$ cat config.mk
export PLATFORM = sky130hd
export DESIGN_NAME = timer_scheduler_flat
export DESIGN_NICKNAME = d
export VERILOG_FILES = /design/src/rtl/timer_scheduler_pkg.sv /design/src/rtl/timer_scheduler_if.sv /design/src/rtl/timer_scheduler_tick_gen.sv /design/src/rtl/timer_scheduler.sv /design/src/flat_wrapper.sv
export SDC_FILE = /design/constraint.sdc
export NUM_CORES = 1
export LEC_CHECK = 0
export ABC_CLOCK_PERIOD_IN_PS = 4100
export BUFFER_PORTS_ARGS = -buffer_cell sky130_fd_sc_hd__buf_2
export CAP_MARGIN = 15
export CORE_MARGIN = 1.5
export CORE_UTILIZATION = 50
export CTS_BUF_LIST = sky130_fd_sc_hd__clkbuf_16
export CTS_CLUSTER_DIAMETER = 80
export DETAILED_ROUTE_END_ITERATION = 8
export GPL_ROUTABILITY_DRIVEN = 0
export PLACE_DENSITY = 0.69
export RECOVER_POWER = 50
export SETUP_SLACK_MARGIN = 0.02
export SLEW_MARGIN = 20
export SYNTH_ARGS = -nofsm -noshare
export SYNTH_HDL_FRONTEND = slang
export SYNTH_SLANG_ARGS = --single-unit
$ cat constraint.sdc
create_clock -name clk_in -period 4.1 [get_ports clk_in]
set_input_delay 0.41 -clock clk_in [delete_from_list [all_inputs] [get_ports clk_in]]
set_output_delay 0.41 -clock clk_in [all_outputs]
set_load 0.02 [all_outputs]
$ cat src/rtl/timer_scheduler_pkg.sv
// Shared constants, arbiter state encoding and round-robin helper for the
// periodic event scheduler.
package timer_scheduler_pkg;

    localparam int NUM_CH       = 4;
    localparam int CH_W         = 2;
    localparam int DEF_PRESCALE = 1000;
    localparam int DEF_PER_W    = 10;

    typedef enum logic {
        ARB_IDLE = 1'b0,
        ARB_HOLD = 1'b1
    } arb_state_e;

    // Scanning downward and overwriting makes the closest set bit above 'last' win.
    function automatic logic [CH_W-1:0] rr_pick(input logic [NUM_CH-1:0] req,
                                                input logic [CH_W-1:0]   last);
        logic [CH_W-1:0] idx;
        rr_pick = last;
        for (int k = NUM_CH; k >= 1; k--) begin
            idx = last + CH_W'(k);
            if (req[idx]) begin
                rr_pick = idx;
            end
        end
    endfunction

endpackage

$ cat src/rtl/timer_scheduler_if.sv
// Configuration write port and valid/ready event port of the scheduler.
interface timer_scheduler_if #(
    parameter int PER_W = 10
) ();
    import timer_scheduler_pkg::*;

    logic             cfg_we;
    logic [CH_W-1:0]  cfg_ch;
    logic [PER_W-1:0] cfg_period;
    logic             evt_valid;
    logic [CH_W-1:0]  evt_ch;
    logic             evt_ready;

    modport master (
        output cfg_we, cfg_ch, cfg_period, evt_ready,
        input  evt_valid, evt_ch
    );

    modport slave (
        input  cfg_we, cfg_ch, cfg_period, evt_ready,
        output evt_valid, evt_ch
    );

endinterface

$ cat src/rtl/timer_scheduler_tick_gen.sv
// Prescaler producing the shared one-cycle base tick; the count freezes
// while enable is low.
module tick_gen
    import timer_scheduler_pkg::*;
#(
    parameter int PRESCALE = DEF_PRESCALE
) (
    input  logic clk_in,
    input  logic rst,
    input  logic enable,
    output logic tick
);

    localparam int              PC_W    = $clog2(PRESCALE);
    localparam logic [PC_W-1:0] PC_LAST = PC_W'(PRESCALE - 1);

    logic [PC_W-1:0] pcnt_q, pcnt_d;
    logic            wrap;

    assign wrap = (pcnt_q == PC_LAST);
    assign tick = enable && wrap;

    always_comb begin
        pcnt_d = pcnt_q;
        if (enable) begin
            pcnt_d = wrap ? '0 : pcnt_q + 1'b1;
        end
    end

    always_ff @(posedge clk_in or posedge rst) begin
        if (rst) begin
            pcnt_q <= '0;
        end else begin
            pcnt_q <= pcnt_d;
        end
    end

endmodule

$ cat src/rtl/timer_scheduler.sv
// Four-channel periodic scheduler: per-channel tick down-counters feed a
// round-robin arbiter that serializes expirations onto one event port.
module timer_scheduler
    import timer_scheduler_pkg::*;
#(
    parameter int PRESCALE = DEF_PRESCALE,
    parameter int PER_W    = DEF_PER_W
) (
    input  logic                clk_in,
    input  logic                rst,
    input  logic                enable,
    input  logic                ovr_clr,
    output logic                tick,
    output logic [NUM_CH-1:0]   active,
    output logic [NUM_CH-1:0]   overrun,
    timer_scheduler_if.slave    bus
);

    logic [NUM_CH-1:0] armed_q, armed_d;
    logic [NUM_CH-1:0] pending_q, pending_d;
    logic [NUM_CH-1:0] overrun_q, overrun_d;
    logic [PER_W-1:0]  period_q [NUM_CH];
    logic [PER_W-1:0]  period_d [NUM_CH];
    logic [PER_W-1:0]  ccnt_q   [NUM_CH];
    logic [PER_W-1:0]  ccnt_d   [NUM_CH];

    logic [NUM_CH-1:0] wr_hit;
    logic [NUM_CH-1:0] disarm;
    logic [NUM_CH-1:0] expire;
    logic [NUM_CH-1:0] req;
    logic [NUM_CH-1:0] grant_vec;

    arb_state_e        state_q, state_d;
    logic [CH_W-1:0]   evt_ch_q, evt_ch_d;
    logic [CH_W-1:0]   last_q, last_d;
    logic [CH_W-1:0]   pick;

    tick_gen #(
        .PRESCALE (PRESCALE)
    ) u_tick_gen (
        .clk_in (clk_in),
        .rst    (rst),
        .enable (enable),
        .tick   (tick)
    );

    // A config write to a channel suppresses its expiry in the same cycle.
    always_comb begin
        wr_hit = '0;
        disarm = '0;
        expire = '0;
        for (int i = 0; i < NUM_CH; i++) begin
            wr_hit[i] = bus.cfg_we && (bus.cfg_ch == CH_W'(i));
            disarm[i] = wr_hit[i] && (bus.cfg_period == '0);
            expire[i] = tick && armed_q[i] && (ccnt_q[i] == PER_W'(1)) && !wr_hit[i];
        end
    end

    always_comb begin
        armed_d   = armed_q;
        pending_d = pending_q;
        overrun_d = overrun_q;
        for (int i = 0; i < NUM_CH; i++) begin
            period_d[i] = period_q[i];
            ccnt_d[i]   = ccnt_q[i];

            if (wr_hit[i]) begin
                if (disarm[i]) begin
                    armed_d[i] = 1'b0;
                end else begin
                    armed_d[i]  = 1'b1;
                    period_d[i] = bus.cfg_period;
                    ccnt_d[i]   = bus.cfg_period;
                end
            end else if (tick && armed_q[i]) begin
                ccnt_d[i] = expire[i] ? period_q[i] : ccnt_q[i] - 1'b1;
            end

            // An expiry coinciding with its own grant re-arms pending without overrun.
            if (disarm[i]) begin
                pending_d[i] = 1'b0;
            end else if (expire[i]) begin
                pending_d[i] = 1'b1;
            end else if (grant_vec[i]) begin
                pending_d[i] = 1'b0;
            end

            if (expire[i] && pending_q[i] && !grant_vec[i]) begin
                overrun_d[i] = 1'b1;
            end else if (ovr_clr) begin
                overrun_d[i] = 1'b0;
            end
        end
    end

    assign req  = pending_q & ~disarm;
    assign pick = rr_pick(req, last_q);

    // Grants happen from IDLE or on a handshake, allowing one event per cycle.
    always_comb begin
        state_d   = state_q;
        evt_ch_d  = evt_ch_q;
        last_d    = last_q;
        grant_vec = '0;
        if ((state_q == ARB_IDLE) || bus.evt_ready) begin
            if (|req) begin
                grant_vec[pick] = 1'b1;
                evt_ch_d        = pick;
                last_d          = pick;
                state_d         = ARB_HOLD;
            end else begin
                state_d = ARB_IDLE;
            end
        end
    end

    always_ff @(posedge clk_in or posedge rst) begin
        if (rst) begin
            armed_q   <= '0;
            pending_q <= '0;
            overrun_q <= '0;
            for (int i = 0; i < NUM_CH; i++) begin
                period_q[i] <= '0;
                ccnt_q[i]   <= '0;
            end
            state_q  <= ARB_IDLE;
            evt_ch_q <= '0;
            last_q   <= CH_W'(NUM_CH - 1);
        end else begin
            armed_q   <= armed_d;
            pending_q <= pending_d;
            overrun_q <= overrun_d;
            for (int i = 0; i < NUM_CH; i++) begin
                period_q[i] <= period_d[i];
                ccnt_q[i]   <= ccnt_d[i];
            end
            state_q  <= state_d;
            evt_ch_q <= evt_ch_d;
            last_q   <= last_d;
        end
    end

    assign bus.evt_valid = (state_q == ARB_HOLD);
    assign bus.evt_ch    = evt_ch_q;
    assign active        = armed_q;
    assign overrun       = overrun_q;

endmodule

$ cat src/flat_wrapper.sv
// flat-port wrapper written by rule: the top's interface ports become plain ports
module timer_scheduler_flat import timer_scheduler_pkg::*;
#(
    parameter int PRESCALE = DEF_PRESCALE,
    parameter int PER_W    = DEF_PER_W
)
  (clk_in, rst, enable, ovr_clr, tick, active, overrun, bus_cfg_we, bus_cfg_ch, bus_cfg_period, bus_evt_ready, bus_evt_valid, bus_evt_ch);
  timer_scheduler_if #(.PER_W(PER_W)) bus_i ();
  input  logic clk_in;
  input  logic rst;
  input  logic enable;
  input  logic ovr_clr;
  output logic tick;
  output logic [NUM_CH-1:0] active;
  output logic [NUM_CH-1:0] overrun;
  input wire logic [$bits(bus_i.cfg_we)-1:0] bus_cfg_we;
  input wire logic [$bits(bus_i.cfg_ch)-1:0] bus_cfg_ch;
  input wire logic [$bits(bus_i.cfg_period)-1:0] bus_cfg_period;
  input wire logic [$bits(bus_i.evt_ready)-1:0] bus_evt_ready;
  output wire logic [$bits(bus_i.evt_valid)-1:0] bus_evt_valid;
  output wire logic [$bits(bus_i.evt_ch)-1:0] bus_evt_ch;
  assign bus_i.cfg_we = bus_cfg_we;
  assign bus_i.cfg_ch = bus_cfg_ch;
  assign bus_i.cfg_period = bus_cfg_period;
  assign bus_i.evt_ready = bus_evt_ready;
  assign bus_evt_valid = bus_i.evt_valid;
  assign bus_evt_ch = bus_i.evt_ch;
  timer_scheduler #(.PRESCALE(PRESCALE), .PER_W(PER_W)) u_core (.clk_in(clk_in), .rst(rst), .enable(enable), .ovr_clr(ovr_clr), .tick(tick), .active(active), .overrun(overrun), .bus(bus_i));
endmodule
# After elaboration in Yosys (flattened, before gate mapping)

Cells that the tools add are included.

Bitwise operators: 7
Multiply operators: 0
Divide/modulo/power cells: 0
Mux-type cells: 52
Reductions and logical operators: 63
Shift-type cells: 0
$add $sub $neg: 8
Eq/ne operators: 12
$lt $le $gt $ge: 5

Operators with widths:

| kind                                                       | count |
|---|---|
| 2-to-1 mux 10 bit                                          | 17 |
| equality test 10 x 1 -> 1 bit, second input constant       | 4 |
| subtractor 10 x 1 -> 10 bit, second input constant         | 4 |
| logical AND 1 bit                                          | 30 |
| 2-to-1 mux 1 bit                                           | 26 |
| AND reduction 2 bit                                        | 9 |
| nonzero test 2 bit                                         | 8 |
| less-than comparator 2 x 3 -> 1 bit, second input constant | 4 |
| nonzero test 3 bit                                         | 4 |
| adder 10 x 1 -> 10 bit, second input constant              | 1 |
| equality test 10 bit, second input constant                | 1 |
| logical NOT 10 bit                                         | 1 |
| logical NOT 1 bit                                          | 8 |
| 2-to-1 mux 4 bit                                           | 2 |
| inequality test 2 bit, second input constant               | 4 |
| binary-select mux 1 bit (select 2 bit)                     | 3 |
| 2-to-1 mux 2 bit                                           | 3 |
| inverter 1 bit                                             | 5 |
| adder 2 bit, second input constant                         | 2 |
| AND 4 bit                                                  | 1 |
| equality test 2 bit, second input constant                 | 2 |
| inverter 4 bit                                             | 1 |
| OR reduction 4 bit                                         | 1 |
| adder 2 x 1 -> 2 bit, second input constant                | 1 |
| other kinds (5)                                            | 5 |

ROM bits: 0
Latch bits: 0
RAM bits: 0
Output and inout port bits: 12
Word-level logic and storage cells: 171
Bits in registers: 107
Memories: 0
Bits of input ports: 18

# Depth between registers and ports, before layout

Gate-level depths: netlist (run 1).

Word-level depth: 19
Depth in mapped cells: 10

# Cells and area by module

From an unflattened synthesis (run 1), not the netlist that was laid out.

Cell total of the unflattened synthesis: 661
Area total of the unflattened synthesis: 5904.4 um^2

Modules (own cells, without submodules):

| module          | instances | cells each | seq. area each (um^2) | area an instance (um^2) |
|---|---|---|---|---|
| timer_scheduler | 1         | 608        | 2429.8                | 5357.6 |
| tick_gen        | 1         | 53         | 250.2                 | 546.8 |

# Worst setup path before layout (run 1)

No wires, ideal clock.

Path type: input port to flip-flop
Start point: input bus_cfg_period[0]
End point: register u_core.evt_ch_q[1], in the netlist u_core.bus.evt_ch[1]
Path slack: 1521 ps
Cell stages on the path: 7
Data arrival time: 2452 ps
Library setup time: 128 ps
Path buffers: 2
Cell sequence: buf_6 -> or4_4 -> buf_6 -> o41a_4 -> nor4b_4 -> nor2b_2 -> mux2_1

Longest elaborated chain between the ends: 9
Elaborated cells on any way between the ends: 18
Those cells by class: mux: 9; bitwise: 2; reduce/logical: 7

RTL lines:

| what                                   | line                      | text |
|---|---|---|
| start: declaration                     | flat_wrapper.sv:18        | `input wire logic [$bits(bus_i.cfg_period)-1:0] bus_cfg_period;` |
| logical NOT 10 bit *                   | timer_scheduler.sv:54     | `disarm[i] = wr_hit[i] && (bus.cfg_period == '0);` |
| logical AND 1 bit                      | timer_scheduler.sv:54     |  |
| inverter 4 bit *                       | timer_scheduler.sv:96     | `assign req = pending_q & ~disarm;` |
| AND 4 bit *                            | timer_scheduler.sv:96     |  |
| binary-select mux 1 bit (select 2 bit) | timer_scheduler_pkg.sv:22 | `if (req[idx]) begin` |
| 2-to-1 mux 1 bit (not written as such) | timer_scheduler_pkg.sv:22 |  |
| 2-to-1 mux 2 bit (3 in series)         | timer_scheduler_pkg.sv:22 |  |
| end signal: assignment                 | timer_scheduler.sv:138    | `evt_ch_q <= evt_ch_d;` |
| end: declaration                       | timer_scheduler.sv:34     | `logic [CH_W-1:0] evt_ch_q, evt_ch_d;` |

Mark *: on every way between the ends. The rest lies on a longest branch, timed or not. The select of a mux whose other input is x is not followed.
A chain may end at the register's enable or synchronous reset.

# Final worst setup path (run 1)

Start point: register u_core.u_tick_gen.pcnt_q[0]
End point: register u_core.ccnt_q[0] (netlist name)

Longest elaborated chain between the ends: 8
Elaborated cells on any way between the ends: 10
Those cells by class: eq/ne: 1; mux: 3; reduce/logical: 6

RTL lines:

| what                            | line                                         | text |
|---|---|---|
| start: declaration              | timer_scheduler_tick_gen.sv:17               | `logic [PC_W-1:0] pcnt_q, pcnt_d;` |
| start signal: assignment        | timer_scheduler_tick_gen.sv:34               | `pcnt_q <= pcnt_d;` |
| equality test 10 bit *          | timer_scheduler_tick_gen.sv:20               | `assign wrap = (pcnt_q == PC_LAST);` |
| logical AND 1 bit *             | timer_scheduler_tick_gen.sv:21               | `assign tick = enable && wrap;` |
| logical AND 1 bit *             | timer_scheduler.sv:55, timer_scheduler.sv:75 |  |
| logical AND 1 bit (2 in series) | timer_scheduler.sv:55                        | `expire[i] = tick && armed_q[i] && (ccnt_q[i] == PER_W'(1)) && !wr_hit[i];` |
| 2-to-1 mux 10 bit               | timer_scheduler.sv:76                        | `ccnt_d[i] = expire[i] ? period_q[i] : ccnt_q[i] - 1'b1;` |
| 2-to-1 mux 10 bit               | timer_scheduler.sv:75                        | `end else if (tick && armed_q[i]) begin` |
| 2-to-1 mux 10 bit               | timer_scheduler.sv:67                        | `if (wr_hit[i]) begin` |
| end signal: indexed assignment  | timer_scheduler.sv:135                       | `ccnt_q[i] <= ccnt_d[i];` |
| end: declaration                | timer_scheduler.sv:24                        | `logic [PER_W-1:0] ccnt_q [NUM_CH];` |

Marks and branches as above.

==> results of run 1 <==
final timing paths:
| path | cells past startpoint | endpoint |
|---|---|---|
| worst min register to register | 2 | u_core.period_q[29] |
| max in group asynchronous | 3 | u_core.period_q[2] |
| min in group asynchronous | 2 | u_core.period_q[16] |
| worst max-delay path | 7 | u_core.ccnt_q[0] |
| worst min-delay path | 3 | u_core.u_tick_gen.pcnt_q[2] |
| worst max register to register | 7 | u_core.ccnt_q[0] |
placed cells by master (no fill, tap or decap), types with 10 or more instances in the layout:
cell      count
dfrtp_1     105
xor2_1       16
o211ai_1     27
xnor2_1      17
o21ai_0      10
nand2_1     174
buf_2        25
a21oi_1      12
nor2_1       77
nand3_1      14
inv_1        14
a31oi_1      25
cell usage after synthesis, types with 5 or more instances:
library cell,number
ha_1,9
o21ai_0,13
o22a_1,9
o31ai_1,9
nand2_1,174
inv_1,14
a211oi_1,8
dfrtp_1,105
nor4_1,6
or3_1,8
nand3_1,14
a31oi_1,25
or4_1,6
clkbuf_1,31
xor2_1,16
a21oi_1,12
nor3_1,7
xnor2_1,17
o211ai_1,27
nand4_1,5
nor2_1,77
per-layer routing:
metal	up-vias	share of wire
met4	0	0.021
met1	2360	0.46
met2	116	0.46
met5	-	0
li1	2328	-
met3	27	0.054
area by class of cell:
type / count / area (µm²) / area share
timing repair buffer: 40 / 216 / 0.0344
clock inverter: 7 / 60.1 / 0.00954
tap: 143 / 179 / 0.0284
inverter: 15 / 57.6 / 0.00914
clock buffer: 9 / 225 / 0.0358
multi-input combinational: 502 / 2880 / 0.457
sequential: 107 / 2680 / 0.426
flip-flops by register name, indices dropped and copies added, names as in the netlist:
signal                    count
u_core.bus.evt_valid          1
u_core.bus.evt_ch             2
u_core.u_tick_gen.pcnt_q     10
u_core.ccnt_q                40
u_core.period_q              40
u_core.overrun                4
u_core.pending_q              4
u_core.active                 4
u_core.last_q                 2
kinds of logic (layout without fill, tap and decap cells):
| family | count (synthesis) | after routing | share of synthesized area |
|---|---|---|---|
| flops | 107 | 107 | 0.464 |
| mux | 3 | 3 | 0.00563 |
| buf+inv | 52 | 71 | 0.0388 |
| compound gates | 129 | 129 | 0.167 |
| fa+ha+maj | 9 | 9 | 0.0195 |
| simple gates | 328 | 328 | 0.255 |
| xor+xnor | 33 | 33 | 0.0500 |
stage by stage:
step / instance area (µm²) / std cells / total power [mW]
floorplan: 5780 / 661 / 2.06
global placement: 6020 / 807 / 2.20
detailed placement: 6020 / 807 / 2.23
CTS: 6310 / 823 / 3.10
global route: 6300 / 823 / 3.28
finish: 6300 / 823 / 3.09
report_power, final:
group	internal, mW	switching [mW]
logic	0.350	0.361
clock network	0.466	0.397
registers	1.28	0.232
worst min-delay path: stages:
cell	delay, ns
buf_2	0.13
nand2_1	0.07
xnor2_1	0.06
==> impl_metrics.toml, run 1 <==
[synthesis]
synth_cell_type_count = 69
ys_ff_latch = 107
synth_edf_count = 0
yosysTopAreaCellShare = 0.455
avgSynthCellArea_um2 = 8.74
syn_nets = 688
yosys.area.top_type = "dfrtp_1"
netlist_area_mm2 = 0.00578
ys.flop_type = "dfrtp_1"
async_flop_share = 1.00
ys_top_cells_by_area = "dfrtp_1 45%, nand2_1 11%, nor2_1 5.0%"
netlist_instances = 661
ys_seq_area_frac = 0.464
synth_warnings = 0

[floorplanning]
die_area_mm2 = 0.0122
fp.dieW_um = 111
start_util = 0.510
io_pins = 30
rows = 39
core_area_mm2 = 0.0113
die_y_um = 111

[global_routing]
grt_pass1_vias = 4646
grt_max_degree = 45
gr-total-overflow = 0
use_met1 = 0.325
groute.layer.met2.usage = 0.368
grt_pass1_wl_mm = 23.4
use_met3 = 0.0637
gr-max-usage-layer = "met2"
antenna_found_initial = 0
grt_use_total = 0.240

[clocking]
cts_buffers = 9
cts_resized = 0
clkTransAtPathRegs_ns = 0.07
cts_tree = "done"
cts_setup_buffers = 0
clockBufferDepth = 2
worstSkewPairLatency_ns = 0.36
cts_root_buf = "clkbuf_16"
postCtsHoldBufs = 0
htreeDepth = 3
cts.sinks = 107

[sta]
whs_ns = 0.349
min_period_over_period = 0.760
fin_skew_ns = 0.00596
fin_ws_ns = 0.983
rsz0062_at_grt = "no"
period_needed_ns = 3.12
slew_violations = 45
setup_viol = 0
tightest_slew_ns = 1.89
finalHoldViolations = 0
fmax_ghz = 0.321
timing.slew.headroom = -0.265
timing.setup.tns_ns = 0

[setup_path]
crit_fanout = 20
cp.required_ns = 4.35
rrSetupSlack_ns = 0.98
crit_path_end_kind = "flip-flop"
path_delay_family = "simple AND/OR/NAND/NOR gates"
critPathKind = "flip-flop to flip-flop"
crit_arrival_ns = 3.36
crit_buf_inv = 0
max_stage_delay_ns = 1.02
timing.rr.start = "u_core.u_tick_gen.pcnt_q[0]"
critPathLaunchType = "flip-flop"
crit_start = "u_core.u_tick_gen.pcnt_q[0]"
path_cells = "ha_1, and3_1, nand4_1, or4_1, o22ai_1, a21oi_1, a221o_2"
slowest_stage = "or4_1"

[routing]
first_iter_violations = 431
drt-total-wl_mm = 14.1
drcViolationCount = 0
routedWlPerCell_um = 17.1
firstDrtPassIters = 4
ant_nets = 0
viasPerCell = 5.87
vias = 4831

[place]
pre_cts_slack_ns = 1.07
numPortBuffers = 29
place_hpwl_mm = 9.37

[worst_hold_path]
worstHoldPathType = "primary input to flip-flop"
hp-start = "enable"

[pwr]
power_density_mw_per_mm2 = 490
static-leakage-power_nw = 2.78
ir_drop_mv = 0.604

[cells_and_area]
nets = 702
fill_cells = 1045
syn_to_final_growth_pct = 8.99
num_antenna_cells = 0
drive_above_1_share = 0.110
postLayoutCoreUtil = 0.556

[job]
cap_violations = 1

[run_status]
violations = "capacitance limit, slew limit"
outcome = "complete, but fails checks"
No activity file was read; power rests on OpenSTA's default activity.
==> inputs of run 2 (changes only) <==
--- a/config.mk
+++ b/config.mk
@@ -5,7 +5,8 @@
 export SDC_FILE = /design/constraint.sdc
 export NUM_CORES = 1
 export LEC_CHECK = 0
-export ABC_CLOCK_PERIOD_IN_PS = 4100
+export ABC_AREA = 1
+export ABC_CLOCK_PERIOD_IN_PS = 3100
 export BUFFER_PORTS_ARGS = -buffer_cell sky130_fd_sc_hd__buf_2
 export CAP_MARGIN = 15
 export CORE_MARGIN = 1.5
==> constraint.sdc (replaced) <==
create_clock -name clk_in -period 3.1 [get_ports clk_in]
set_input_delay 0.31 -clock clk_in [delete_from_list [all_inputs] [get_ports clk_in]]
set_output_delay 0.31 -clock clk_in [all_outputs]
set_load 0.02 [all_outputs]
==> run 2 against run 1 <==
Net effect:
- the run now ends clean
- flip-flop and latch count unchanged
- hold slack lost 0.14 ns
- sequential power up 30%
- routed wire length rose by 3.8%
- non-clock buffer count decreased by 3
- combinational power increased by 43%
- final area is 2.1% higher
- setup slack worse by 0.40 ns
- clock power is 22% higher
- critical path type unchanged
- largest cell class unchanged
==> impl_metrics.toml, run 2 <==
[run_status]
outcome = "finished, final reports clean"

[place]
numPortBuffers = 29
place_hpwl_mm = 10.4

[cells_and_area]
postLayoutCoreUtil = 0.561
fill_cells = 1059
final_common_cell = "nand2_1"
layout_common_cells = "217 x nand2_1, 105 x dfrtp_1, 97 x nor2_1"
syn_to_final_growth_pct = 9.22
nets = 840
num_antenna_cells = 0
top_regs = "u_core.ccnt_q (40), u_core.period_q (40), u_core.u_tick_gen.pcnt_q (10)"
drive_above_1_share = 0.0710

[clocking]
cts_buffers = 9
cts_resized = 0
cts_root_buf = "clkbuf_16"
htreeDepth = 3
cts.sinks = 107
worstSkewPairLatency_ns = 0.36
clockBufferDepth = 2
clkTransAtPathRegs_ns = 0.07
cts_tree = "done"

[sta]
rsz0062_at_grt = "no"
fmax_ghz = 0.397
period_needed_ns = 2.52
timing.slew.headroom = 0.186
tightest_slew_ns = 1.22
min_period_over_period = 0.813
timing.setup.tns_ns = 0
fin_skew_ns = 0.00593
setup_viol = 0
slew_violations = 0
finalHoldViolations = 0

[floorplanning]
die_y_um = 112
io_pins = 30
start_util = 0.513
die_area_mm2 = 0.0124
rows = 39
fp.dieW_um = 112
core_area_mm2 = 0.0115

[synthesis]
netlist_instances = 786
ys_seq_area_frac = 0.455
ys.flop_type = "dfrtp_1"
synth_cell_type_count = 38
ys_ff_latch = 107
yosysMostFrequentCell = "nand2_1"
yosys.area.top_type = "dfrtp_1"
syn_nets = 813
async_flop_share = 1.00
netlist_area_mm2 = 0.00589
synth_warnings = 0
ys_top_cells_by_area = "dfrtp_1 45%, nand2_1 14%, nor2_1 6.2%"
avgSynthCellArea_um2 = 7.49
synth_edf_count = 0
synth_commonest_cells = "217 x nand2_1, 105 x dfrtp_1, 97 x nor2_1"
yosysTopAreaCellShare = 0.446

[global_routing]
grt_pass1_vias = 5213
grt_use_total = 0.249
grt_pass1_wl_mm = 24.9
gr-total-overflow = 0
grt_max_degree = 91
antenna_found_initial = 0

[routing]
first_iter_violations = 332
routedWlPerCell_um = 15.2
vias = 5359
drcViolationCount = 0
firstDrtPassIters = 5
drt-total-wl_mm = 14.6
ant_nets = 0
viasPerCell = 5.58

[pwr]
power_density_mw_per_mm2 = 628
static-leakage-power_nw = 3.20
ir_drop_mv = 0.452

[job]
cap_violations = 0

[setup_path]
cp.required_ns = 3.32
crit_path_end_kind = "flip-flop"
critPathLaunchType = "flip-flop"
crit_arrival_ns = 2.74
critPathKind = "flip-flop to flip-flop"
crit_fanout = 19

[worst_hold_path]
worstHoldPathType = "primary input to flip-flop"
[run 2: stage by stage]
step	instances	total power, mW	cell area, µm²	setup slack [ns]	hold slack, ns
global placement	944	2.96	6190	0.611	0.333
global route	960	4.34	6430	0.327	0.211
detailed placement	944	3.01	6190	0.555	0.339
floorplan	786	2.73	5890	1.11	0.431
finish	960	4.03	6430	0.579	0.208
CTS	960	4.05	6460	0.594	0.203
[run 2: area by class of cell]
| class | count | area (µm²) | share of cell area |
|---|---|---|---|
| sequential | 107 | 2680 | 0.417 |
| inverter | 89 | 337 | 0.0523 |
| tap | 143 | 179 | 0.0278 |
| timing repair buffer | 37 | 193 | 0.0300 |
| clock buffer | 9 | 225 | 0.0350 |
| multi-input combinational | 569 | 2780 | 0.433 |
| clock inverter | 6 | 35.0 | 0.00545 |
[run 2: what timing repair did]
| item | in CTS | in global routing |
|---|---|---|
| hold endpoints to repair | 17 | 0 |
| hold buffers | 1 | 0 |
| setup buffers | 0 | 0 |
[run 2: worst paths after layout]
check / start / slack (ns) / depth (start not counted) / endpoint
min in group asynchronous: rst / 0.59 / 3 / u_core.period_q[24]
worst min-delay path: bus_evt_ready / 0.21 / 4 / u_core.bus.evt_valid
max in group asynchronous: rst / 0.81 / 4 / u_core.overrun[2]
worst max register to register: u_core.u_tick_gen.pcnt_q[0] / 0.58 / 10 / u_core.ccnt_q[20]
worst max-delay path: u_core.u_tick_gen.pcnt_q[0] / 0.58 / 10 / u_core.ccnt_q[20]
worst min register to register: u_core.period_q[24] / 0.47 / 2 / u_core.period_q[24]
[run 2: cells by family (layout without fill, tap and decap cells)]
kind of cell	count (synthesis)	after routing	synth area share
and+or+nand+nor	400	400	0.287
AOI/OAI and AO/OA	144	144	0.143
buffers and inverters	110	141	0.0723
DFF	107	107	0.455
xor gates and xnor gates	16	16	0.0238
adders and majority gates	9	9	0.0191
[run 2: worst max-delay path, cell delays in order, from the launching register on]
cell      delay [ns]
dfrtp_1         0.39
ha_1            0.18
inv_1           0.07
nor3_1          0.19
nand2_1         0.27
clkinv_1        0.24
nand4_2         0.40
o21ai_0         0.32
nand2_1         0.08
o211ai_1        0.10
o21ai_0         0.12
[run 2: report_power, final]
part           internal, mW  switching [mW]  leakage, nW  total [mW]
clock                 0.535           0.514        0.132        1.05
sequential             1.70           0.266         1.28        1.96
combinational         0.422           0.602         1.80        1.02
total                  2.65            1.38         3.20        4.03
[run 2: metal layers]
metal	routed length [µm]	GRT usage
met4	297	0.0802
met1	6530	0.333
met5	0	0
met3	925	0.0572
met2	6840	0.404
==> inputs of run 3 (changes only) <==
--- a/config.mk
+++ b/config.mk
@@ -6,7 +6,7 @@
 export NUM_CORES = 1
 export LEC_CHECK = 0
 export ABC_AREA = 1
-export ABC_CLOCK_PERIOD_IN_PS = 3100
+export ABC_CLOCK_PERIOD_IN_PS = 2450
 export BUFFER_PORTS_ARGS = -buffer_cell sky130_fd_sc_hd__buf_2
 export CAP_MARGIN = 15
 export CORE_MARGIN = 1.5
==> constraint.sdc (replaced) <==
create_clock -name clk_in -period 2.45 [get_ports clk_in]
set_input_delay 0.245 -clock clk_in [delete_from_list [all_inputs] [get_ports clk_in]]
set_output_delay 0.245 -clock clk_in [all_outputs]
set_load 0.02 [all_outputs]
==> run 3 against run 2 <==
Net effect:
- register-to-register slack worse by 0.38 ns
- final area increased by 3.3%
- sequential power rose by 27%
- clock power grew 38%
- sequential share of layout area down 1.3 points
- clock-buffer cell count stayed put
- non-clock buffer count grew 20
- final cell count increased by 2.2%
- core utilization is 1.8 points higher
- die area unchanged
- critical path depth increased by 2
- clock skew rose by 0.0022 ns
- critical endpoint is now u_core.ccnt_q[35]
==> impl_metrics.toml, run 3 (synthesis gave the netlist of run 2 again) <==
[routing]
routedWlPerCell_um = 15.9
vias = 5529
drcViolationCount = 0
viasPerCell = 5.64
first_iter_violations = 489
ant_nets = 0
drt-total-wl_mm = 15.6
firstDrtPassIters = 5

[sta]
tightest_slew_ns = 1.12
setup_viol = 0
rsz0062_at_grt = "no"
timing.slew.headroom = 0.248
finalHoldViolations = 0
fin_skew_ns = 0.00812
slew_violations = 0
fmax_ghz = 0.444
whs_ns = 0.140
min_period_over_period = 0.919
fin_ws_ns = 0.199
period_needed_ns = 2.25
timing.setup.tns_ns = 0

[floorplanning]
rows = 39
start_util = 0.513
die_y_um = 112
die_area_mm2 = 0.0124
io_pins = 30
core_area_mm2 = 0.0115
fp.dieW_um = 112

[worst_hold_path]
hold_end = "u_core.bus.evt_valid"
holdPathStages = 4
hp-start = "bus_evt_ready"
worstHoldPathType = "primary input to flip-flop"

[cells_and_area]
drive_above_1_share = 0.101
top_regs = "u_core.ccnt_q (40), u_core.period_q (40), u_core.u_tick_gen.pcnt_q (10)"
fill_cells = 1029
nets = 861
final_common_cell = "nand2_1"
syn_to_final_growth_pct = 12.8
layout_common_cells = "213 x nand2_1, 105 x dfrtp_1, 96 x nor2_1"
num_antenna_cells = 0

[run_status]
outcome = "finished, final reports clean"

[clocking]
cts_root_buf = "clkbuf_16"
clockBufferDepth = 2
cts_buffers = 9
worstSkewPairLatency_ns = 0.35
cts.sinks = 107
htreeDepth = 3
clkTransAtPathRegs_ns = 0.07
cts_tree = "done"

[setup_path]
path_delay_family = "simple AND/OR/NAND/NOR gates"
critPathKind = "flip-flop to flip-flop"
crit_buf_inv = 3
crit_start = "u_core.u_tick_gen.pcnt_q[0]"
crit_arrival_ns = 2.47
cpMostUsedCell = "nand2_1"
cp.depth = 12
cp.required_ns = 2.67
rrSetupSlack_ns = 0.20
timing.rr.start = "u_core.u_tick_gen.pcnt_q[0]"
reg2reg_to = "u_core.ccnt_q[35]"
path_cells = "ha_1, inv_1, nor3_1, nand2_2, clkinvlp_4, nand2_1, inv_1, nand2_1, o21ai_0, nand2_1, o211ai_1, o21ai_0"
rr_worst_depth = 12
crit_path_end_kind = "flip-flop"
critPathLaunchType = "flip-flop"
crit_fanout = 9
slowest_stage = "dfrtp_1"
max_stage_delay_ns = 0.39

[place]
pre_cts_slack_ns = 0.0953
numPortBuffers = 29
place_hpwl_mm = 11.2

[global_routing]
grt_use_total = 0.258
gr-total-overflow = 0
grt_max_degree = 52
antenna_found_initial = 0
grt_pass1_vias = 5320
grt_pass1_wl_mm = 25.7

[pwr]
ir_drop_mv = 0.514
static-leakage-power_nw = 3.29
power_density_mw_per_mm2 = 794

[job]
cap_violations = 0
run 3: report_power, final:
group / leakage, nW / internal [mW] / total, mW / switching, mW
sequential: 1.28 / 2.15 / 2.49 / 0.343
clock: 0.136 / 0.789 / 1.45 / 0.662
combinational: 1.87 / 0.546 / 1.33 / 0.788
total: 3.29 / 3.48 / 5.28 / 1.79
run 3: final cells by class:
cell class | count | area, µm² | area share
Tap cell | 143 | 179 | 0.0269
Sequential cell | 107 | 2680 | 0.404
Multi-Input combinational cell | 569 | 2800 | 0.422
Timing Repair inverter | 1 | 7.51 | 0.00113
Clock buffer | 9 | 225 | 0.0339
Timing Repair Buffer | 57 | 337 | 0.0507
Clock inverter | 6 | 66.3 | 0.00998
Inverter | 89 | 344 | 0.0518
run 3: timing repair:
item	CTS	global route
buffers inserted	0	7
hold endpoints to repair	21	0
setup endpoints to repair	0	30
resized for setup	0	9
hold buffers	1	0
run 3: stage by stage:
stage / power [mW] / area [µm²] / util / std cells
2_1_floorplan: 3.46 / 5890 / - / 786
3_3_place_gp: 3.77 / 6290 / 0.548 / 957
3_5_place_dp: 3.82 / 6290 / 0.548 / 957
4_1_cts: 5.28 / 6590 / 0.575 / 973
5_1_grt: 5.63 / 6640 / 0.579 / 981
6_report: 5.28 / 6640 / 0.579 / 981
run 3: worst max path at each step:
stage                              endpoint
final                     u_core.ccnt_q[35]
after global placement    u_core.ccnt_q[20]
after CTS                 u_core.ccnt_q[20]
after detailed placement  u_core.ccnt_q[20]
after global routing      u_core.ccnt_q[35]
after floorplan           u_core.ccnt_q[28]
run 3: routing by layer:
layer  share of wire  track usage
met5               0            0
met4           0.018       0.0835
met3           0.063       0.0588
met2            0.48        0.426
met1            0.44        0.340
run 3: tightest hold or removal path: stages:
cell     delay, ns
buf_2         0.07
nor2_1        0.03
inv_1         0.05
nand2_1       0.05
